`src/rtl/jk_sync_counter_if.sv`:
```
// Control and observation bundle for jk_sync_counter: count controls and load
// data in; state, complement, terminal count and per-cell J/K excitation out.
interface jk_sync_counter_if #(parameter int N = 4);
  logic         EN;
  logic         UD;
  logic         LD;
  logic [N-1:0] D;
  logic [N-1:0] Q;
  logic [N-1:0] Q_;
  logic         TC;
  logic [N-1:0] Jv;
  logic [N-1:0] Kv;

  modport master (output EN, UD, LD, D, input Q, Q_, TC, Jv, Kv);
  modport slave  (input EN, UD, LD, D, output Q, Q_, TC, Jv, Kv);
endinterface

```
`src/rtl/jk_sync_counter.sv`:
```
// Up/down modulo-MOD counter built from a bank of JK bit cells.
// Define JK_CNT_SATURATE_EN to stop at the bounds instead of wrapping.
module jk_sync_counter #(
  parameter int N   = 4,
  parameter int MOD = 16
) (
  input  logic C,
  input  logic R_,
  jk_sync_counter_if.slave bus
);

  localparam logic [N-1:0] MAX = N'(MOD - 1);

  logic [N-1:0] q_r;
  logic [N-1:0] qn_r;
  logic [N-1:0] dc;
  logic [N-1:0] nxt;
  logic [N-1:0] j;
  logic [N-1:0] k;
  logic [N-1:0] q_jk;
  logic         at_bound;
  logic         tc;

  // Out-of-range load values clamp to the top of the count range.
  assign dc = (32'(bus.D) < 32'(MOD)) ? bus.D : MAX;

  always_comb begin
    at_bound = bus.UD ? (q_r == MAX) : (q_r == '0);
    nxt      = q_r;
    if (bus.UD)
      nxt = (q_r == MAX) ? '0 : q_r + N'(1);
    else
      nxt = (q_r == '0) ? MAX : q_r - N'(1);
`ifdef JK_CNT_SATURATE_EN
    if (at_bound)
      nxt = q_r;
`endif
  end

  always_comb begin
    j  = '0;
    k  = '0;
    tc = 1'b0;
    if (!R_) begin
      k = '1;
    end else if (bus.LD) begin
      j = dc;
      k = ~dc;
    end else if (bus.EN) begin
      // Toggle-only excitation: changing bits get J=K=1, the rest J=K=0.
      j  = q_r ^ nxt;
      k  = q_r ^ nxt;
      tc = at_bound;
    end
  end

  assign q_jk = (j & ~q_r) | (~k & q_r);

  always_ff @(posedge C) begin
    q_r  <= q_jk;
    qn_r <= ~q_jk;
  end

  assign bus.Q  = q_r;
  assign bus.Q_ = qn_r;
  assign bus.TC = tc;
  assign bus.Jv = j;
  assign bus.Kv = k;

endmodule

```
`src/flat_wrapper.sv`:
```
// flat-port wrapper written by rule: the top's interface ports become plain ports
module jk_sync_counter_flat 
#(
  parameter int N   = 4,
  parameter int MOD = 16
)
  (C, R_, bus_EN, bus_UD, bus_LD, bus_D, bus_Q, bus_Q_, bus_TC, bus_Jv, bus_Kv);
  jk_sync_counter_if #(.N(N)) bus_i ();
  input  logic C;
  input  logic R_;
  input wire logic [$bits(bus_i.EN)-1:0] bus_EN;
  input wire logic [$bits(bus_i.UD)-1:0] bus_UD;
  input wire logic [$bits(bus_i.LD)-1:0] bus_LD;
  input wire logic [$bits(bus_i.D)-1:0] bus_D;
  output wire logic [$bits(bus_i.Q)-1:0] bus_Q;
  output wire logic [$bits(bus_i.Q_)-1:0] bus_Q_;
  output wire logic [$bits(bus_i.TC)-1:0] bus_TC;
  output wire logic [$bits(bus_i.Jv)-1:0] bus_Jv;
  output wire logic [$bits(bus_i.Kv)-1:0] bus_Kv;
  assign bus_i.EN = bus_EN;
  assign bus_i.UD = bus_UD;
  assign bus_i.LD = bus_LD;
  assign bus_i.D = bus_D;
  assign bus_Q = bus_i.Q;
  assign bus_Q_ = bus_i.Q_;
  assign bus_TC = bus_i.TC;
  assign bus_Jv = bus_i.Jv;
  assign bus_Kv = bus_i.Kv;
  jk_sync_counter #(.N(N), .MOD(MOD)) u_core (.C(C), .R_(R_), .bus(bus_i));
endmodule
```
`config.mk`:
```
export PLATFORM = sky130hd
export DESIGN_NAME = jk_sync_counter_flat
export DESIGN_NICKNAME = d
export VERILOG_FILES = /design/src/rtl/jk_sync_counter_if.sv /design/src/rtl/jk_sync_counter.sv /design/src/flat_wrapper.sv
export SDC_FILE = /design/constraint.sdc
export NUM_CORES = 1
export LEC_CHECK = 0
export BUFFER_PORTS_ARGS = -buffer_cell sky130_fd_sc_hd__buf_4
export CAP_MARGIN = 30
export CORE_AREA = 2 2 39 41
export CTS_BUF_LIST = sky130_fd_sc_hd__clkbuf_8
export CTS_CLUSTER_DIAMETER = 60
export DETAILED_ROUTE_END_ITERATION = 7
export DIE_AREA = 0 0 41 43
export PLACE_DENSITY = 0.71
export SYNTH_ARGS = -nofsm -noshare
export SYNTH_HDL_FRONTEND = slang
export SYNTH_SLANG_ARGS = --single-unit
```
`constraint.sdc`:
```
create_clock -name C -period 3.2 [get_ports C]
set_input_delay 0.48 -clock C [delete_from_list [all_inputs] [get_ports C]]
set_output_delay 0.48 -clock C [all_outputs]
set_load 0.01 [all_outputs]
```
After elaboration in Yosys (flattened, before gate mapping)

Index checks and enable logic that the tools add are counted.

Register bits after elaboration: 8
Input bits: 9
Word-level logic and storage cells: 26

Add/subtract/negate cells: 2
Eq/ne operators: 1
Mux-type cells: 12
Bitwise logic cells: 8
Reductions and logical operators: 1

Operator list:

| operator              | number |
|---|---|
| $mux W4               | 8 |
| $not A4 Y4            | 4 |
| $and A4 B4 Y4         | 2 |
| $add A4 B1 Y4 const B | 1 |
| $eq A4 B4 Y1 const B  | 1 |
| $logic_not A4 Y1      | 1 |
| $mux W1               | 4 |
| $or A4 B4 Y4          | 1 |
| $sub A4 B1 Y4 const B | 1 |
| $xor A4 B4 Y4         | 1 |

Longest topological paths before layout

Gate-level depths: netlist of run 1.

Depth in word-level cells: 11
Mapped depth: 6

Worst setup path before layout of run 1

OpenSTA, ideal clock, no wires.

Path kind: flip-flop to output port
Start: register u_core.q_r[0] (netlist: u_core.bus.Q[0])
End: output bus_Jv[1]
Arrival: 1.709 ns
Data required time: 2.720 ns
Path slack: 1.011 ns
Cell stages (with the launch flop): 7
Path buffers: 0
Cells stage by stage: dfxtp_1 inv_1 ha_1 xor2_1 xnor2_1 or2_2 a21boi_0

Cells in the longest elaborated chain, start to end: 7
Elaborated cells on any way between the ends: 11
Classes of those cells: add/sub: 2; eq/ne: 1; mux: 6; bitwise: 1; reduce/logical: 1

RTL lines:

| element                               | line                                         | text |
|---|---|---|
| start, declared                       | jk_sync_counter.sv:14                        | `logic [N-1:0] q_r;` |
| start signal, assigned                | jk_sync_counter.sv:60                        | `q_r <= q_jk;` |
| $sub A4 B1 Y4 (tied with other cells) | jk_sync_counter.sv:33                        | `nxt = (q_r == '0) ? MAX : q_r - N'(1);` |
| $mux W4 (on tied branches)            | jk_sync_counter.sv:33, jk_sync_counter.sv:31 |  |
| $mux W4 *                             | jk_sync_counter.sv:30                        | `if (bus.UD)` |
| $xor A4 B4 Y4 *                       | jk_sync_counter.sv:51                        | `j = q_r ^ nxt;` |
| $mux W4 *                             | jk_sync_counter.sv:49                        | `end else if (bus.EN) begin` |
| $mux W4 *                             | jk_sync_counter.sv:46                        | `end else if (bus.LD) begin` |
| $mux W4 *                             | jk_sync_counter.sv:44                        | `if (!R_) begin` |
| end, declared                         | flat_wrapper.sv:18                           | `output wire logic [$bits(bus_i.Jv)-1:0] bus_Jv;` |

Mark *: on every way between the ends. The rest lies on a longest branch, timed or not.

Worst setup path after layout of run 1

Ends and elaborated chain as after synthesis.

==> results.sh, run 1 <==
export IMPL_grt_util_all_layers_pct=17.49
export IMPL_finClkSkew_ps=1.058
export IMPL_critPathMaxFanout=8
export IMPL_worstSetupEndpointType="output port"
export IMPL_cts_buffer_depth=2
export IMPL_postSynthAreaPerCell_sq_um=7.472
export IMPL_power_frac_comb_pct=28.5
export IMPL_synth_common_cells="dfxtp_1 (8), o21ai_0 (8), nand2_1 (7)"
export IMPL_antenna_found_initial=0
export IMPL_fmax_ghz=0.4053
export IMPL_hold_path_end="u_core.bus.Q_[2]$_DFF_P_"
export IMPL_rows=14
export IMPL_hold_depth=2
export IMPL_crit_arrival_ps=1990
export IMPL_synth_async_sr_flop_share_pct=0
export IMPL_fin_crit_sh_pct=77.10
export IMPL_cts_tree="built"
export IMPL_num_antenna_cells=0
export IMPL_synth_area_sq_um=538.0
export IMPL_synth_nets=83
export IMPL_switchingPower_w=0.00009545
export IMPL_die_height_microns=43
export IMPL_grt_overflow_total=0
export IMPL_routed_wirelength_microns=1333
export IMPL_cts_hold_buf=0
export IMPL_initial_core_util_pct=38.88
export IMPL_synth_edff_count=0
export IMPL_p_per_area_nw_per_um2=432.2
export IMPL_clk_pin_slew_ps=40
export IMPL_coreArea_sq_um=1384
export IMPL_clock_latency_ps=230
export IMPL_critPathLaunch="u_core.bus.Q[0]$_DFF_P_"
export IMPL_outcome="finished clean"
export IMPL_area_delta_synth_final_pct=44.19
export IMPL_cts_sinks=8
export IMPL_leakagePower_nw=0.3566
export IMPL_maxSlewViolCount=0
export IMPL_gp_congestion=0.8013
export IMPL_r2r_end="u_core.bus.Q[3]$_DFF_P_"
export IMPL_reg2reg_slack_ps=1220
export IMPL_ctsResizeCount=0
export IMPL_wire_per_inst_microns=11.80
export IMPL_rsz0062_at_grt="no"
export IMPL_synth_top_area_share_pct=29.77
export IMPL_hold_viol=0
export IMPL_cts_setup_buffers=0
export IMPL_synth_seq_cells=8
export IMPL_ant_nets=0
export IMPL_dpl_worst_slack_ps=992.8
export IMPL_ir_worst_vdd_uv=231.8
export IMPL_internal_power_w=0.0002398
export IMPL_fin_ws_ps=732.8
export IMPL_holdCritPathClass="input pin to flip-flop"
export IMPL_synth_cell_types=30
export IMPL_grt_pass1_wl_microns=2083
export IMPL_finalNetCount=110
export IMPL_cts_root_buf="clkbuf_8"
export IMPL_ys_flop_type="dfxtp_1"
export IMPL_cts_htree_levels=1
export IMPL_min_from="bus_LD"
export IMPL_dieArea_sq_um=1763
export IMPL_critical_path_class="flip-flop to output port"
export IMPL_fp_dieW_microns=41
export IMPL_timing_rr_start="u_core.bus.Q[0]$_DFF_P_"
export IMPL_first_iter_violations=18
export IMPL_drv_cap=0
export IMPL_port_buffers=25
export IMPL_fillCellCount=136
export IMPL_vias_per_cell=5.168
export IMPL_reg2regPathDepth=6
export IMPL_vias=584
export IMPL_yosys_top_cells_area="dfxtp_1 (30%), o21ai_0 (7.4%), o21a_1 (5.6%)"
export IMPL_yosysSeqAreaShare_pct=29.77
export IMPL_pwr_share_clk_pct=36.4
export IMPL_synth_cells=72
export IMPL_cp_required_ps=2720
export IMPL_ioPinCount=26
export IMPL_min_period_ps=2467
export IMPL_drt_pass1_iterations=4
export IMPL_hpwl_microns=1008
export IMPL_grt_pass1_vias=510
export IMPL_tns_ps=0
export IMPL_drc=0
export IMPL_cts_made_buffers=3
export IMPL_worst_setup_path_start_kind="flip-flop"
export IMPL_setup_viol=0
export IMPL_synth_largest_area_cell="dfxtp_1"
export IMPL_slew_limit_headroom_pct=80.28
export IMPL_drive_gt1_share_pct=32.99
export IMPL_grt_max_degree=12
export IMPL_worst_slew_pin_slew_ps=292.7
export IMPL_p_sw_share_pct=28.47
export IMPL_p_seq_share_pct=35.2
export IMPL_yosysWarnings=0
registers in the layout, indices dropped and copies added (netlist names):
name	flops
u_core.bus.Q_	4
u_core.bus.Q	4
per-layer routing:
| layer | routed length [microns] | global-route usage (%) | up-vias |
|---|---|---|---|
| met5 | 0 | 0 | - |
| met4 | 25 | 12.00 | 0 |
| met3 | 54 | 3.141 | 2 |
| met2 | 647 | 26.25 | 13 |
| met1 | 606 | 21.29 | 262 |
| li1 | - | - | 307 |
layout make-up:
cell class	count	area [sq um]	area share, %
clock buffers	3	41.29	5.323
inverters	4	15.01	1.935
multi-input cells	57	351.6	45.32
flip-flops and latches	8	160.2	20.65
well taps	16	20.02	2.581
repair buffers	25	187.7	24.19
logic make-up (layout without fill, tap and decap cells):
kind of cell    count (synthesis)  count (layout)  share of synthesized area (%)
xor+xnor                        3               3                          4.885
simple gates                   27              27                          24.89
fa+ha+maj                       2               2                          4.650
compound gates                 24              24                          28.84
buf+inv                         7              32                          4.883
flops                           8               8                          29.77
mux                             1               1                          2.093
stage by stage:
step / utilization (%) / area [sq um] / hold WS, ps / std cells / power (W)
floorplan: - / 538.0 / 620.6 / 72 / 0.0001736
global placement: 53.07 / 734.5 / 634.0 / 110 / 0.0002141
detailed placement: 53.07 / 734.5 / 634.4 / 110 / 0.0002150
CTS: 56.06 / 775.7 / 553.9 / 113 / 0.0003388
global route: 56.06 / 775.7 / 568.9 / 113 / 0.0003555
finish: 56.06 / 775.7 / 556.0 / 113 / 0.0003353
power by group through the flow:
stage	registers [W]	logic [W]	clock network, W
after floorplan	0.000122	0.0000513	0
after global placement	0.000119	0.0000951	0
after detailed placement	0.000119	0.0000956	0
after CTS	0.000118	0.0000961	0.000125
after global routing	0.000119	0.000105	0.000132
final	0.000118	0.0000955	0.000122
layout by cell type (no fill, tap or decap), drive strengths merged, types with 2 or more instances in the layout:
master	n
a21boi	2
a21oi	3
buf	25
clkbuf	3
dfxtp	8
ha	2
inv	3
nand2	7
nand3	5
nor2	6
nor2b	2
o21a	4
o21ai	8
or2	2
xnor2	2
worst max-delay path, cell delays in order (launching register included):
cell and delay [ps]:
dfxtp_1 450, inv_1 120, ha_1 310, xor2_1 160
xnor2_1 120, or2_2 280, a21boi_0 170, buf_4 150
worst max path at each step:
stage | endpoint | slack (ps)
detailed placement | bus_Jv[1] | 990
CTS | bus_Jv[1] | 740
global placement | bus_Jv[1] | 1030
finish | bus_Jv[1] | 730
global route | bus_Jv[1] | 600
floorplan | bus_Jv[1] | 1010
Power figures use the tool's default switching activity.
==> inputs of run 2 (changes only) <==
Clock period 3.2 ns to 2.5 ns, I/O delays scaled along.
==> results.sh, run 2 (synthesis gave the netlist of run 1 again) <==
export IMPL_outcome="finished clean"
export IMPL_fillCellCount=143
export IMPL_ir_worst_vdd_uv=370.0
export IMPL_critical_path_class="flip-flop to output port"
export IMPL_crit_cells=7
export IMPL_fin_ws_ps=144.3
export IMPL_grt_overflow_total=0
export IMPL_gp_congestion=0.8013
export IMPL_reg2reg_slack_ps=520
export IMPL_ant_nets=0
export IMPL_holdCritPathClass="input pin to flip-flop"
export IMPL_drv_cap=0
export IMPL_finalNetCount=110
export IMPL_slew_limit_headroom_pct=80.21
export IMPL_wire_per_inst_microns=11.56
export IMPL_critPathMaxFanout=8
export IMPL_worst_slew_pin_slew_ps=293.7
export IMPL_grt_pass1_vias=498
export IMPL_leakagePower_nw=0.3566
export IMPL_clock_latency_ps=230
export IMPL_routed_wirelength_microns=1306
export IMPL_layout_cells_non_filler=113
export IMPL_worstSetupEndpointType="output port"
export IMPL_grt_util_all_layers_pct=17.39
export IMPL_grt_pass1_wl_microns=2083
export IMPL_finClkSkew_ps=0.9657
export IMPL_slowest_stage="dfxtp_1"
export IMPL_ioPinCount=26
export IMPL_cts_made_buffers=3
export IMPL_min_period_ps=2356
export IMPL_cts_buffer_depth=2
export IMPL_antenna_found_initial=0
export IMPL_vias_per_cell=5.177
export IMPL_fmax_ghz=0.4245
export IMPL_rsz0062_at_grt="no"
export IMPL_cts_htree_levels=1
export IMPL_placed_cells_incl_taps=110
export IMPL_vias=585
export IMPL_area_delta_synth_final_pct=44.19
export IMPL_cpPeakStageDelay_ps=440
export IMPL_path_buf_inv=2
export IMPL_min_from="bus_LD"
export IMPL_maxSlewViolCount=0
export IMPL_fin_crit_sh_pct=94.23
export IMPL_cts_setup_buffers=0
export IMPL_cts_root_buf="clkbuf_8"
export IMPL_dpl_worst_slack_ps=396.0
export IMPL_clk_pin_slew_ps=40
export IMPL_first_iter_violations=9
export IMPL_drc=0
export IMPL_setup_viol=0
export IMPL_num_antenna_cells=0
export IMPL_cts_tree="built"
export IMPL_worst_setup_path_start_kind="flip-flop"
export IMPL_cts_sinks=8
export IMPL_drt_pass1_iterations=4
export IMPL_rows=14
export IMPL_ctsResizeCount=0
export IMPL_tns_ps=0
export IMPL_fp_dieW_microns=41
export IMPL_drive_gt1_share_pct=32.99
export IMPL_cts_hold_buf=0
export IMPL_grt_max_degree=12
export IMPL_hold_depth=2
export IMPL_hold_viol=0
export IMPL_dieArea_sq_um=1763
export IMPL_initial_core_util_pct=38.88
export IMPL_hold_path_end="u_core.bus.Q_[2]$_DFF_P_"
export IMPL_timing_rr_start="u_core.bus.Q[0]$_DFF_P_"
export IMPL_worstPathCellList="inv_1 -> ha_1 -> xor2_1 -> xnor2_1 -> or2_2 -> a21boi_0 -> buf_4"
export IMPL_port_buffers=25
export IMPL_final_common_cell="buf_4"
export IMPL_crit_arrival_ps=1980
export IMPL_cp_required_ps=2120
export IMPL_crit_family="flip-flops"
export IMPL_r2r_end="u_core.bus.Q[3]$_DFF_P_"
export IMPL_p_per_area_nw_per_um2=552.9
export IMPL_coreArea_sq_um=1384
export IMPL_die_height_microns=43
export IMPL_most_common_layout_cells="buf_4 (25), o21ai_0 (8), dfxtp_1 (8)"
export IMPL_hpwl_microns=1008
export IMPL_reg2regPathDepth=6
-- run 2: worst max-delay path by stage --
| stage | from | endpoint | slack (ps) |
|---|---|---|---|
| 6_report | u_core.bus.Q[0]$_DFF_P_ | bus_Jv[1] | 140 |
| 5_1_grt | u_core.bus.Q[0]$_DFF_P_ | bus_Jv[1] | 10 |
| 4_1_cts | u_core.bus.Q[0]$_DFF_P_ | bus_Jv[1] | 140 |
| 3_5_place_dp | u_core.bus.Q[0]$_DFF_P_ | bus_Jv[1] | 400 |
| 3_3_place_gp | u_core.bus.Q[0]$_DFF_P_ | bus_Jv[1] | 440 |
| 2_1_floorplan | u_core.bus.Q[0]$_DFF_P_ | bus_Jv[1] | 420 |
-- run 2: report_power, final --
group / internal, W / switching [W] / leakage, nW / total [W]
logic: 0.0000633 / 0.0000586 / 0.268 / 0.000122
registers: 0.000139 / 0.0000113 / 0.0668 / 0.000151
clock network: 0.000104 / 0.0000520 / 0.0216 / 0.000156
-- run 2: cell type report --
| cell class | count | area [sq um] | share of cell area [%] |
|---|---|---|---|
| Timing Repair Buffer | 25 | 187.7 | 24.19 |
| Tap cell | 16 | 20.02 | 2.581 |
| Multi-Input combinational cell | 57 | 351.6 | 45.32 |
| Inverter | 4 | 15.01 | 1.935 |
| Sequential cell | 8 | 160.2 | 20.65 |
| Clock buffer | 3 | 41.29 | 5.323 |
-- run 2: through the flow --
step	hold WS [ps]	power [W]	util [%]	cell area [sq um]
floorplan	577.8	0.0002221	-	538.0
global placement	634.0	0.0002740	53.07	734.5
detailed placement	634.4	0.0002751	53.07	734.5
CTS	453.9	0.0004331	56.06	775.7
global route	461.5	0.0004540	56.06	775.7
finish	446.4	0.0004289	56.06	775.7
-- run 2: metal layers --
layer  wire (microns)  track usage (%)  share of wire (%)  vias to the layer above
li1                 -                -                  -                      304
met1              601            21.61                 46                      264
met2              620            26.56                 47                       13
met3               47            3.141                3.6                        4
met4               36            10.00                2.8                        0
met5                0                0                  0                        -
==> inputs of run 3 (changes only) <==
Settings changed: CORE_AREA 2 2 39 41 to unset, CORE_MARGIN set to 2, CORE_UTILIZATION set to 30, DIE_AREA 0 0 41 43 to unset, PLACE_DENSITY 0.71 to unset.
==> results.sh, run 3 (synthesis gave the netlist of run 1 again) <==
export IMPL_slew_limit_headroom_pct=77.64
export IMPL_tns_ps=0
export IMPL_reg2regPathDepth=6
export IMPL_antenna_found_initial=0
export IMPL_drive_gt1_share_pct=34.02
export IMPL_rsz0062_at_grt="no"
export IMPL_clk_pin_slew_ps=40
export IMPL_hpwl_microns=1029
export IMPL_vias_per_cell=4.828
export IMPL_grt_pass1_vias=536
export IMPL_cts_htree_levels=1
export IMPL_area_delta_synth_final_pct=46.51
export IMPL_cts_root_buf="clkbuf_8"
export IMPL_holdCritPathClass="input pin to flip-flop"
export IMPL_worst_setup_path_start_kind="flip-flop"
export IMPL_drc=0
export IMPL_clock_latency_ps=230
export IMPL_grt_overflow_total=0
export IMPL_dieArea_sq_um=2148
export IMPL_final_common_cell="buf_4"
export IMPL_cp_required_ps=2120
export IMPL_drv_cap=0
export IMPL_rows=15
export IMPL_maxSlewViolCount=0
export IMPL_initial_core_util_pct=31.50
export IMPL_fp_dieW_microns=46.35
export IMPL_die_height_microns=46.35
export IMPL_fillCellCount=178
export IMPL_r2r_end="u_core.bus.Q[3]$_DFF_P_"
export IMPL_worstSetupEndpointType="output port"
export IMPL_vias=589
export IMPL_timing_rr_start="u_core.bus.Q[1]$_DFF_P_"
export IMPL_setup_viol=0
export IMPL_cts_made_buffers=3
export IMPL_dpl_worst_slack_ps=389.9
export IMPL_fin_ws_ps=165.4
export IMPL_reg2reg_slack_ps=590
export IMPL_hold_path_end="u_core.bus.Q_[2]$_DFF_P_"
export IMPL_cts_hold_buf=0
export IMPL_worst_slew_pin_slew_ps=331.9
export IMPL_critical_path_class="flip-flop to output port"
export IMPL_cts_tree="built"
export IMPL_drt_pass1_iterations=4
export IMPL_layout_cells_non_filler=122
export IMPL_grt_pass1_wl_microns=2194
export IMPL_final_core_util_pct=46.15
export IMPL_crit_arrival_ps=1960
export IMPL_most_common_layout_cells="buf_4 (25), o21ai_0 (8), nand2_1 (7), dfxtp_1 (7), nor2_1 (6)"
export IMPL_coreArea_sq_um=1708
export IMPL_num_antenna_cells=0
export IMPL_outcome="finished clean"
export IMPL_gp_congestion=0.7686
export IMPL_cts_buffer_depth=2
export IMPL_min_period_ps=2335
export IMPL_first_iter_violations=7
export IMPL_wire_per_inst_microns=11.03
export IMPL_cts_setup_buffers=0
export IMPL_critPathMaxFanout=6
export IMPL_cts_sinks=8
export IMPL_leakagePower_nw=0.3568
export IMPL_ctsResizeCount=0
export IMPL_fin_crit_sh_pct=93.39
export IMPL_hold_viol=0
export IMPL_grt_max_degree=12
export IMPL_timing_hold_ws_ps=432.6
export IMPL_finalNetCount=110
export IMPL_fmax_ghz=0.4283
export IMPL_min_from="bus_LD"
export IMPL_finClkSkew_ps=3.271
export IMPL_placed_cells_incl_taps=119
export IMPL_ir_worst_vdd_uv=285.0
export IMPL_port_buffers=25
export IMPL_routed_wirelength_microns=1346
export IMPL_hold_depth=2
export IMPL_ioPinCount=26
export IMPL_grt_util_all_layers_pct=14.58
export IMPL_p_per_area_nw_per_um2=547.1
export IMPL_ant_nets=0
run 3: stage by stage:
stage	instance area (sq um)	total power, W
after floorplan	538.0	0.0002221
after global placement	745.7	0.0002750
after detailed placement	745.7	0.0002753
after CTS	787.0	0.0004347
after global routing	788.3	0.0004548
final	788.3	0.0004313
run 3: how the worst max path moves through the flow:
stage	startpoint	endpoint	slack, ps	cells after the start
finish	u_core.bus.Q[1]$_DFF_P_	bus_Jv[1]	170	7
global route	u_core.bus.Q[1]$_DFF_P_	bus_Jv[1]	40	7
CTS	u_core.bus.Q[0]$_DFF_P_	bus_Jv[1]	110	7
detailed placement	u_core.bus.Q[0]$_DFF_P_	bus_Jv[1]	390	7
global placement	u_core.bus.Q[0]$_DFF_P_	bus_Jv[1]	430	7
floorplan	u_core.bus.Q[0]$_DFF_P_	bus_Jv[1]	420	6
run 3: worst max-delay path, cell delays in order, from the launching register on:
cell and delay, ps:
dfxtp_1 420, inv_1 110, ha_1 300, xor2_1 220, xnor2_1 90, or2_2 280, a21boi_0 160, buf_4 150
run 3: report_power, final:
part | switching [W] | total (W) | internal (W) | leakage [nW]
clock | 0.0000528 | 0.000157 | 0.000104 | 0.0216
combinational | 0.0000592 | 0.000123 | 0.0000634 | 0.268
sequential | 0.0000117 | 0.000151 | 0.000140 | 0.0671
run 3: cell type report:
type / instances / area, sq um / area share, %
Sequential cell: 8 / 161.4 / 20.48
Clock buffer: 3 / 41.29 / 5.238
Timing Repair Buffer: 25 / 187.7 / 23.81
Multi-Input combinational cell: 57 / 351.6 / 44.60
Tap cell: 25 / 31.28 / 3.968
Inverter: 4 / 15.01 / 1.905
run 3: per-layer routing:
metal	part of all wire (%)	track usage, %	vias to the layer above
met2	48	22.78	21
met4	0.74	10.29	0
met1	47	17.91	262
met3	4.4	2.353	2
li1	-	-	304
met5	0	0	-
